## src/rtl/brief_pkg.sv

```systemverilog
// Shared types and constants for the steered-BRIEF pair sequencer.
package brief_pkg;

  localparam int unsigned NPAIRS = 256;  // test pairs per keypoint, power of 2, <= 256
  localparam int unsigned FRAC   = 10;   // fractional bits of sin/cos
  localparam int unsigned COOR_W = 10;
  localparam int unsigned TRIG_W = 12;
  localparam int unsigned OFF_W  = 5;
  localparam int unsigned IDX_W  = 8;
  localparam int unsigned PROD_W = 17;   // OFF_W x TRIG_W signed product
  localparam int unsigned SUM_W  = 18;   // sum of two products
  localparam int unsigned ABS_W  = 12;   // signed absolute coordinate before clamping

  typedef logic signed [OFF_W-1:0]  off_t;
  typedef logic signed [TRIG_W-1:0] trig_t;
  typedef logic signed [PROD_W-1:0] prod_t;

  typedef enum logic [1:0] {
    StIdle,
    StRun,
    StDrain
  } state_e;

endpackage

```

## src/rtl/brief_steer_if.sv

```systemverilog
// Pair stream from the steering pipeline to the descriptor comparator (ready/valid).
interface brief_steer_if;
  import brief_pkg::*;

  logic              valid;
  logic              ready;
  logic              last;
  logic [IDX_W-1:0]  pair_idx;
  logic [COOR_W-1:0] ax;
  logic [COOR_W-1:0] ay;
  logic [COOR_W-1:0] bx;
  logic [COOR_W-1:0] by;

  modport master (output valid, last, pair_idx, ax, ay, bx, by, input ready);
  modport slave  (input valid, last, pair_idx, ax, ay, bx, by, output ready);

endinterface

```

## src/rtl/brief_pattern_rom.sv

```systemverilog
// Fixed BRIEF test-pair pattern, combinational lookup by pair index.
// Returns signed offsets {ax, ay, bx, by}, each in [-15, 15]. The first entries are
// hand-placed reference pairs; the rest come from a fixed modular spread.
module brief_pattern_rom import brief_pkg::*; (
  input  logic [IDX_W-1:0] idx,
  output off_t             ax,
  output off_t             ay,
  output off_t             bx,
  output off_t             by
);

  function automatic off_t spread(input logic [IDX_W-1:0] i, input int mul, input int add);
    int v;
    v = ((int'(i) * mul + add) % 31) - 15;
    return off_t'(v);
  endfunction

  // Pattern table lookup
  always_comb begin
    ax = spread(idx, 7, 3);
    ay = spread(idx, 13, 5);
    bx = spread(idx, 11, 9);
    by = spread(idx, 17, 1);
    case (idx)
      8'd0: begin ax = 5'sd8;  ay = -5'sd3; bx = -5'sd8;  by = -5'sd8; end
      8'd1: begin ax = 5'sd5;  ay = 5'sd5;  bx = -5'sd15; by = 5'sd15; end
      8'd2: begin ax = 5'sd1;  ay = 5'sd0;  bx = 5'sd0;   by = 5'sd1;  end
      default: ;
    endcase
  end

endmodule

```

## src/rtl/brief_steer.sv

```systemverilog
// Steered-BRIEF pair sequencer: pops one keypoint, walks the pattern ROM, rotates each
// offset by the keypoint orientation and streams clamped absolute sample points.
// Build option: define BRIEF_STEER_ROUND_EN to round half up before the fixed-point shift;
// otherwise the shift truncates toward -inf. Latency is identical in both builds.
module brief_steer import brief_pkg::*; #(
  parameter int unsigned IMG_W = 640,
  parameter int unsigned IMG_H = 480
) (
  input  logic              i_clk,
  input  logic              i_rst_n,
  input  logic              i_key_valid,
  input  trig_t             i_sin,
  input  trig_t             i_cos,
  input  logic [COOR_W-1:0] i_coor_x,
  input  logic [COOR_W-1:0] i_coor_y,
  output logic              o_key_pop,
  output logic              o_busy,
  brief_steer_if.master     pair_if
);

  localparam logic [IDX_W-1:0] LastIdx = IDX_W'(NPAIRS - 1);
`ifdef BRIEF_STEER_ROUND_EN
  localparam logic signed [SUM_W-1:0] Rnd = SUM_W'(1 << (FRAC - 1));
`else
  localparam logic signed [SUM_W-1:0] Rnd = '0;
`endif

  state_e            state_q;
  logic [IDX_W-1:0]  cnt_q;
  logic              key_pop_q;
  trig_t             sin_q, cos_q;
  logic [COOR_W-1:0] x_q, y_q;

  logic              s1_valid_q, s1_last_q;
  logic [IDX_W-1:0]  s1_idx_q;
  prod_t             s1_axc_q, s1_ays_q, s1_axs_q, s1_ayc_q;
  prod_t             s1_bxc_q, s1_bys_q, s1_bxs_q, s1_byc_q;

  logic              valid_q, last_q;
  logic [IDX_W-1:0]  idx_q;
  logic [COOR_W-1:0] ax_q, ay_q, bx_q, by_q;

  off_t rom_ax, rom_ay, rom_bx, rom_by;
  logic advance, issue;

  // The whole pipeline moves together; a stalled output freezes everything upstream.
  assign advance = !valid_q || pair_if.ready;
  assign issue   = (state_q == StRun) && advance;

  brief_pattern_rom u_rom (
    .idx (cnt_q),
    .ax  (rom_ax),
    .ay  (rom_ay),
    .bx  (rom_bx),
    .by  (rom_by)
  );

  function automatic prod_t mul(input off_t o, input trig_t t);
    return PROD_W'(o) * PROD_W'(t);
  endfunction

  // Combine two products, shift out the fraction, offset from the key and clamp.
  function automatic logic [COOR_W-1:0] steer(input logic [COOR_W-1:0] coor, input prod_t p0,
                                              input prod_t p1, input logic sub,
                                              input int unsigned lim);
    logic signed [SUM_W-1:0] sum;
    logic signed [ABS_W-1:0] v;
    sum = sub ? SUM_W'(p0) - SUM_W'(p1) : SUM_W'(p0) + SUM_W'(p1);
    sum = sum + Rnd;
    v = $signed({{(ABS_W - COOR_W){1'b0}}, coor}) + ABS_W'(sum >>> FRAC);
    if (v < 0) return '0;
    if (v > $signed(ABS_W'(lim - 1))) return COOR_W'(lim - 1);
    return COOR_W'(v);
  endfunction

  // Control FSM: key capture, pair counter and pop pulse
  always_ff @(posedge i_clk or negedge i_rst_n) begin
    if (!i_rst_n) begin
      state_q   <= StIdle;
      cnt_q     <= '0;
      key_pop_q <= 1'b0;
      sin_q     <= '0;
      cos_q     <= '0;
      x_q       <= '0;
      y_q       <= '0;
    end else begin
      key_pop_q <= 1'b0;
      unique case (state_q)
        StIdle: begin
          if (i_key_valid) begin
            sin_q     <= i_sin;
            cos_q     <= i_cos;
            x_q       <= i_coor_x;
            y_q       <= i_coor_y;
            cnt_q     <= '0;
            key_pop_q <= 1'b1;
            state_q   <= StRun;
          end
        end
        StRun: begin
          if (advance) begin
            cnt_q <= cnt_q + 1'b1;
            if (cnt_q == LastIdx) state_q <= StDrain;
          end
        end
        StDrain: begin
          if (valid_q && pair_if.ready && last_q) state_q <= StIdle;
        end
        default: state_q <= StIdle;
      endcase
    end
  end

  // Stage 1: register all eight offset x trig products
  always_ff @(posedge i_clk or negedge i_rst_n) begin
    if (!i_rst_n) begin
      s1_valid_q <= 1'b0;
      s1_last_q  <= 1'b0;
      s1_idx_q   <= '0;
      s1_axc_q   <= '0;
      s1_ays_q   <= '0;
      s1_axs_q   <= '0;
      s1_ayc_q   <= '0;
      s1_bxc_q   <= '0;
      s1_bys_q   <= '0;
      s1_bxs_q   <= '0;
      s1_byc_q   <= '0;
    end else if (advance) begin
      s1_valid_q <= issue;
      if (issue) begin
        s1_idx_q <= cnt_q;
        s1_last_q <= (cnt_q == LastIdx);
        s1_axc_q <= mul(rom_ax, cos_q);
        s1_ays_q <= mul(rom_ay, sin_q);
        s1_axs_q <= mul(rom_ax, sin_q);
        s1_ayc_q <= mul(rom_ay, cos_q);
        s1_bxc_q <= mul(rom_bx, cos_q);
        s1_bys_q <= mul(rom_by, sin_q);
        s1_bxs_q <= mul(rom_bx, sin_q);
        s1_byc_q <= mul(rom_by, cos_q);
      end
    end
  end

  // Stage 2: rotate, translate and clamp into the output registers
  always_ff @(posedge i_clk or negedge i_rst_n) begin
    if (!i_rst_n) begin
      valid_q <= 1'b0;
      last_q  <= 1'b0;
      idx_q   <= '0;
      ax_q    <= '0;
      ay_q    <= '0;
      bx_q    <= '0;
      by_q    <= '0;
    end else if (advance) begin
      valid_q <= s1_valid_q;
      if (s1_valid_q) begin
        idx_q  <= s1_idx_q;
        last_q <= s1_last_q;
        ax_q   <= steer(x_q, s1_axc_q, s1_ays_q, 1'b1, IMG_W);
        ay_q   <= steer(y_q, s1_axs_q, s1_ayc_q, 1'b0, IMG_H);
        bx_q   <= steer(x_q, s1_bxc_q, s1_bys_q, 1'b1, IMG_W);
        by_q   <= steer(y_q, s1_bxs_q, s1_byc_q, 1'b0, IMG_H);
      end
    end
  end

  assign o_key_pop        = key_pop_q;
  assign o_busy           = (state_q != StIdle);
  assign pair_if.valid    = valid_q;
  assign pair_if.last     = valid_q && last_q;
  assign pair_if.pair_idx = idx_q;
  assign pair_if.ax       = ax_q;
  assign pair_if.ay       = ay_q;
  assign pair_if.bx       = bx_q;
  assign pair_if.by       = by_q;

endmodule
```

## src/flat_wrapper.sv

```systemverilog
// flat-port wrapper written by rule: the top's interface ports become plain ports
module brief_steer_flat import brief_pkg::*;
#(
  parameter int unsigned IMG_W = 640,
  parameter int unsigned IMG_H = 480
)
  (i_clk, i_rst_n, i_key_valid, i_sin, i_cos, i_coor_x, i_coor_y, o_key_pop, o_busy, pair_if_valid, pair_if_last, pair_if_pair_idx, pair_if_ax, pair_if_ay, pair_if_bx, pair_if_by, pair_if_ready);
  brief_steer_if pair_if_i ();
  input  logic i_clk;
  input  logic i_rst_n;
  input  logic i_key_valid;
  input  trig_t i_sin;
  input  trig_t i_cos;
  input  logic [COOR_W-1:0] i_coor_x;
  input  logic [COOR_W-1:0] i_coor_y;
  output logic o_key_pop;
  output logic o_busy;
  output wire logic [$bits(pair_if_i.valid)-1:0] pair_if_valid;
  output wire logic [$bits(pair_if_i.last)-1:0] pair_if_last;
  output wire logic [$bits(pair_if_i.pair_idx)-1:0] pair_if_pair_idx;
  output wire logic [$bits(pair_if_i.ax)-1:0] pair_if_ax;
  output wire logic [$bits(pair_if_i.ay)-1:0] pair_if_ay;
  output wire logic [$bits(pair_if_i.bx)-1:0] pair_if_bx;
  output wire logic [$bits(pair_if_i.by)-1:0] pair_if_by;
  input wire logic [$bits(pair_if_i.ready)-1:0] pair_if_ready;
  assign pair_if_valid = pair_if_i.valid;
  assign pair_if_last = pair_if_i.last;
  assign pair_if_pair_idx = pair_if_i.pair_idx;
  assign pair_if_ax = pair_if_i.ax;
  assign pair_if_ay = pair_if_i.ay;
  assign pair_if_bx = pair_if_i.bx;
  assign pair_if_by = pair_if_i.by;
  assign pair_if_i.ready = pair_if_ready;
  brief_steer #(.IMG_W(IMG_W), .IMG_H(IMG_H)) u_core (.i_clk(i_clk), .i_rst_n(i_rst_n), .i_key_valid(i_key_valid), .i_sin(i_sin), .i_cos(i_cos), .i_coor_x(i_coor_x), .i_coor_y(i_coor_y), .o_key_pop(o_key_pop), .o_busy(o_busy), .pair_if(pair_if_i));
endmodule
```

## config.mk

```make
export PLATFORM = sky130hd
export DESIGN_NAME = brief_steer_flat
export DESIGN_NICKNAME = d
export VERILOG_FILES = /design/src/rtl/brief_pkg.sv /design/src/rtl/brief_steer_if.sv /design/src/rtl/brief_pattern_rom.sv /design/src/rtl/brief_steer.sv /design/src/flat_wrapper.sv
export SDC_FILE = /design/constraint.sdc
export NUM_CORES = 2
export LEC_CHECK = 0
export CAP_MARGIN = 20
export CORE_ASPECT_RATIO = 1.75
export CORE_MARGIN = 4
export CORE_UTILIZATION = 51
export DETAILED_ROUTE_END_ITERATION = 8
export PLACE_DENSITY = 0.68
export RECOVER_POWER = 50
export SLEW_MARGIN = 10
export SYNTH_ARGS = -nofsm -noshare
export SYNTH_HDL_FRONTEND = slang
export SYNTH_SLANG_ARGS = --single-unit
export TNS_END_PERCENT = 100
```

## constraint.sdc

```tcl
create_clock -name i_clk -period 39.3 [get_ports i_clk]
set_clock_uncertainty 0.05 [all_clocks]
set_input_delay 7.86 -clock i_clk [delete_from_list [all_inputs] [get_ports i_clk]]
set_output_delay 7.86 -clock i_clk [all_outputs]
set_load 0.01 [all_outputs]
```

==> impl_results.md <==
- Status: finished, violations left
- Failing checks: max-capacitance violations, max-slew violations
- Post-synth EDFFs: 0
- Slew HR: -456%
- DPL Wire Length: 88.8 mm
- Worst hold path type: flip-flop to flip-flop
- Clock sink count: 251
- Synth cell types: 112
- Sequential cell area: 6280 µm²
- Mapped cell area: 38,200 µm²
- Kind of critical path: input port to async pin
- Via-to-Cell Ratio: 5.97
- CTS buffer count: 29
- Cell count after synthesis: 4,565
- Clk root buf: clkbuf_16
- Total GRT Usage: 28.4%
- Pin count of the biggest net entering global routing: 151
- Clock latency on the worst-skew pair: 0.61 ns
- CP peak stage delay: 5.89 ns
- Sequential share of the synthesized area: 16.5%
- Clock Tree Buf Depth: 3
- Max Fanout on Critical Path: 150
- CTS Hold Buffers Added: 0
- Synthesis-to-layout area growth: 7.26%
- Min cycle time layout: 17.30 ns
- Drt initial violations: 1,732
- Input/output buffers: 99
- F_max: 0.0578 GHz
- RSZ-0062 raised after global routing: false
- Crit-path leading delay family: buffers and inverters
- CP cell instances: clkbuf_1 > clkbuf_1
- Final hold violations: 0
- Routability cong.: 0.959
- Fillers: 6,978
- CTS tree: yes
- Drt total wl: 114 mm
- CP Buf/Inv Count: 2
- Synth Area in Simple Gates: 18.4%
- Xor and xnor area share after synthesis: 6.24%
- Initial antenna violation count: 0
- Die Ht: 370 µm
- Largest family of logic cells by synthesized area: adder cells
- Commonest cells in the netlist: inv_1, nand2_1, ha_1
- Vias in the first global route: 34,200
- Footprint of the multi-input gates: 29,000 µm²
- Drt first pass iters: 5
- Adder-cell share of the synthesized area: 31.2%
- Htree depth: 1
- Post-synthesis mux area share: 1.23%
- Mean cell area of the mapped netlist: 8.36 µm²
- Synth Area in Compound Gates: 18.9%
- First-pass GRT wire length: 181 mm
- DIE AREA: 79,400 µm²
- Fin crit share: 44.0%
- DR vias: 32,900
- Slew Limit Fails: 348
- Mapped Nets: 5,365
- Synth top area cells: fa_1, dfrtp_1, ha_1
- #FFs+latches synth: 251
- TNS Setup: 0 ns
- Most common cell in the synthesized netlist: inv_1
- Post-cts resize count: 0
- Initial Utilization: 51.5%
- Area of the core: 74,200 µm²
- Residual DRC count: 0
- Startpoint types: input port
- Ys Warns: 0
- Nets: 5,349
- Post-CTS setup buffers: 0
- Drt wl/cell: 20.6 µm
- Post-synth top area share: 17.3%
- Die Wd: 215 µm
- # diodes: 0
- Crit path DAT: 15.87 ns
- CP most frequent cell: clkbuf_1
- Final setup fails: 0
- Clk pin slew, worst setup/hold paths: 0.07 ns
- Total congestion overflow: 0
- Worst-margin pin slew: 8.34 ns
- Top_reg_cell synth: dfrtp_1
- Synth async-reset ratio: 100%
- Fraction of layout cells with a size suffix above 1: 5.45%
- Critical path required time: 37.87 ns
- Area leader, netlist: fa_1
- Crit path max-delay cell type: clkbuf_1
- Maxcap violations: 5
- ANT nets after route: 0
- Ports: 100
- Number of placement rows: 132
- CP endpoint kind: async pin
-- cells in the final DEF, fill, tap and decap left out, types with 61 or more instances in the layout --
master	count
nor3_1	77
a21oi_1	204
ha_1	422
and3_1	100
clkdlybuf4s50_1	96
nor2b_1	69
nor2_1	207
and2_1	140
o21ai_0	266
a21o_1	101
xor2_1	61
nand2_1	519
o21bai_1	80
dfrtp_1	251
nand3_1	119
inv_1	554
fa_1	330
xnor2_1	209
-- through the flow --
step | cells | util (%) | cell area, µm² | hold slack [ns] | setup WS [ns]
after floorplan | 4565 | - | 38200 | 0.380 | 24.21
after global placement | 5456 | 53.9 | 40000 | 0.391 | 22.72
after detailed placement | 5456 | 53.9 | 40000 | 0.405 | 22.52
after CTS | 5506 | 55.2 | 41000 | 0.422 | 22.44
after global routing | 5506 | 55.2 | 40900 | 0.447 | 20.05
final | 5506 | 55.2 | 40900 | 0.417 | 22.00
-- final timing paths --
kind / from / endpoint / slack, ns / depth (start not counted)
setup / recovery: i_rst_n / u_core.y_q[6] / 22.00 / 2
min in group asynchronous: i_rst_n / u_core.s1_bys_q[11] / 8.06 / 1
setup reg to reg: u_core.cnt_q[5] / u_core.s1_ays_q[16] / 22.41 / 60
hold reg to reg: u_core.s1_bxc_q[0] / u_core.s1_bxc_q[0] / 0.42 / 2
hold / removal: u_core.s1_bxc_q[0] / u_core.s1_bxc_q[0] / 0.42 / 2
max in group i_clk: u_core.cnt_q[5] / u_core.s1_ays_q[16] / 22.41 / 60
-- sequential cells by signal, indices dropped and copies added, names as in the netlist, 12 cells and up --
name             count
u_core.s1_axc_q     17
u_core.s1_axs_q     17
u_core.s1_ayc_q     17
u_core.s1_ays_q     17
u_core.s1_bxc_q     17
u_core.s1_bxs_q     17
u_core.s1_byc_q     17
u_core.s1_bys_q     17
u_core.cos_q        12
u_core.sin_q        12
-- metal layers --
layer	up-vias	share of wire [%]	track usage, %
met5	-	0	0
met4	0	9.1	20.7
met3	439	3.5	2.46
met2	923	53	54.2
met1	16100	34	28.6
li1	15500	-	-
-- kinds of logic after synthesis --
family	count (synthesis)
AO/OA/AOI/OAI	1051
XOR/XNOR	271
adder cells (fa/ha/maj)	754
buffers and inverters	757
flip-flops	251
multiplexers	44
AND/OR/NAND/NOR	1437
-- cell type report --
cell class	count	area share, %
well taps	938	2.87
multi-input cells	3557	70.9
repair buffers	152	3.34
inverters	558	5.12
clock buffers	37	1.94
flip-flops and latches	251	15.3
clock inverters	13	0.437
-- worst min-delay path, delay by kind of cell, from the launching register on --
kind,cells,cell delay (ns)
DFF,1,0.34
and+or+nand+nor,2,0.10
Power is left out: the tool's default activity adds up to more than one toggle a clock period on the data nets, which glitch-free logic cannot reach.
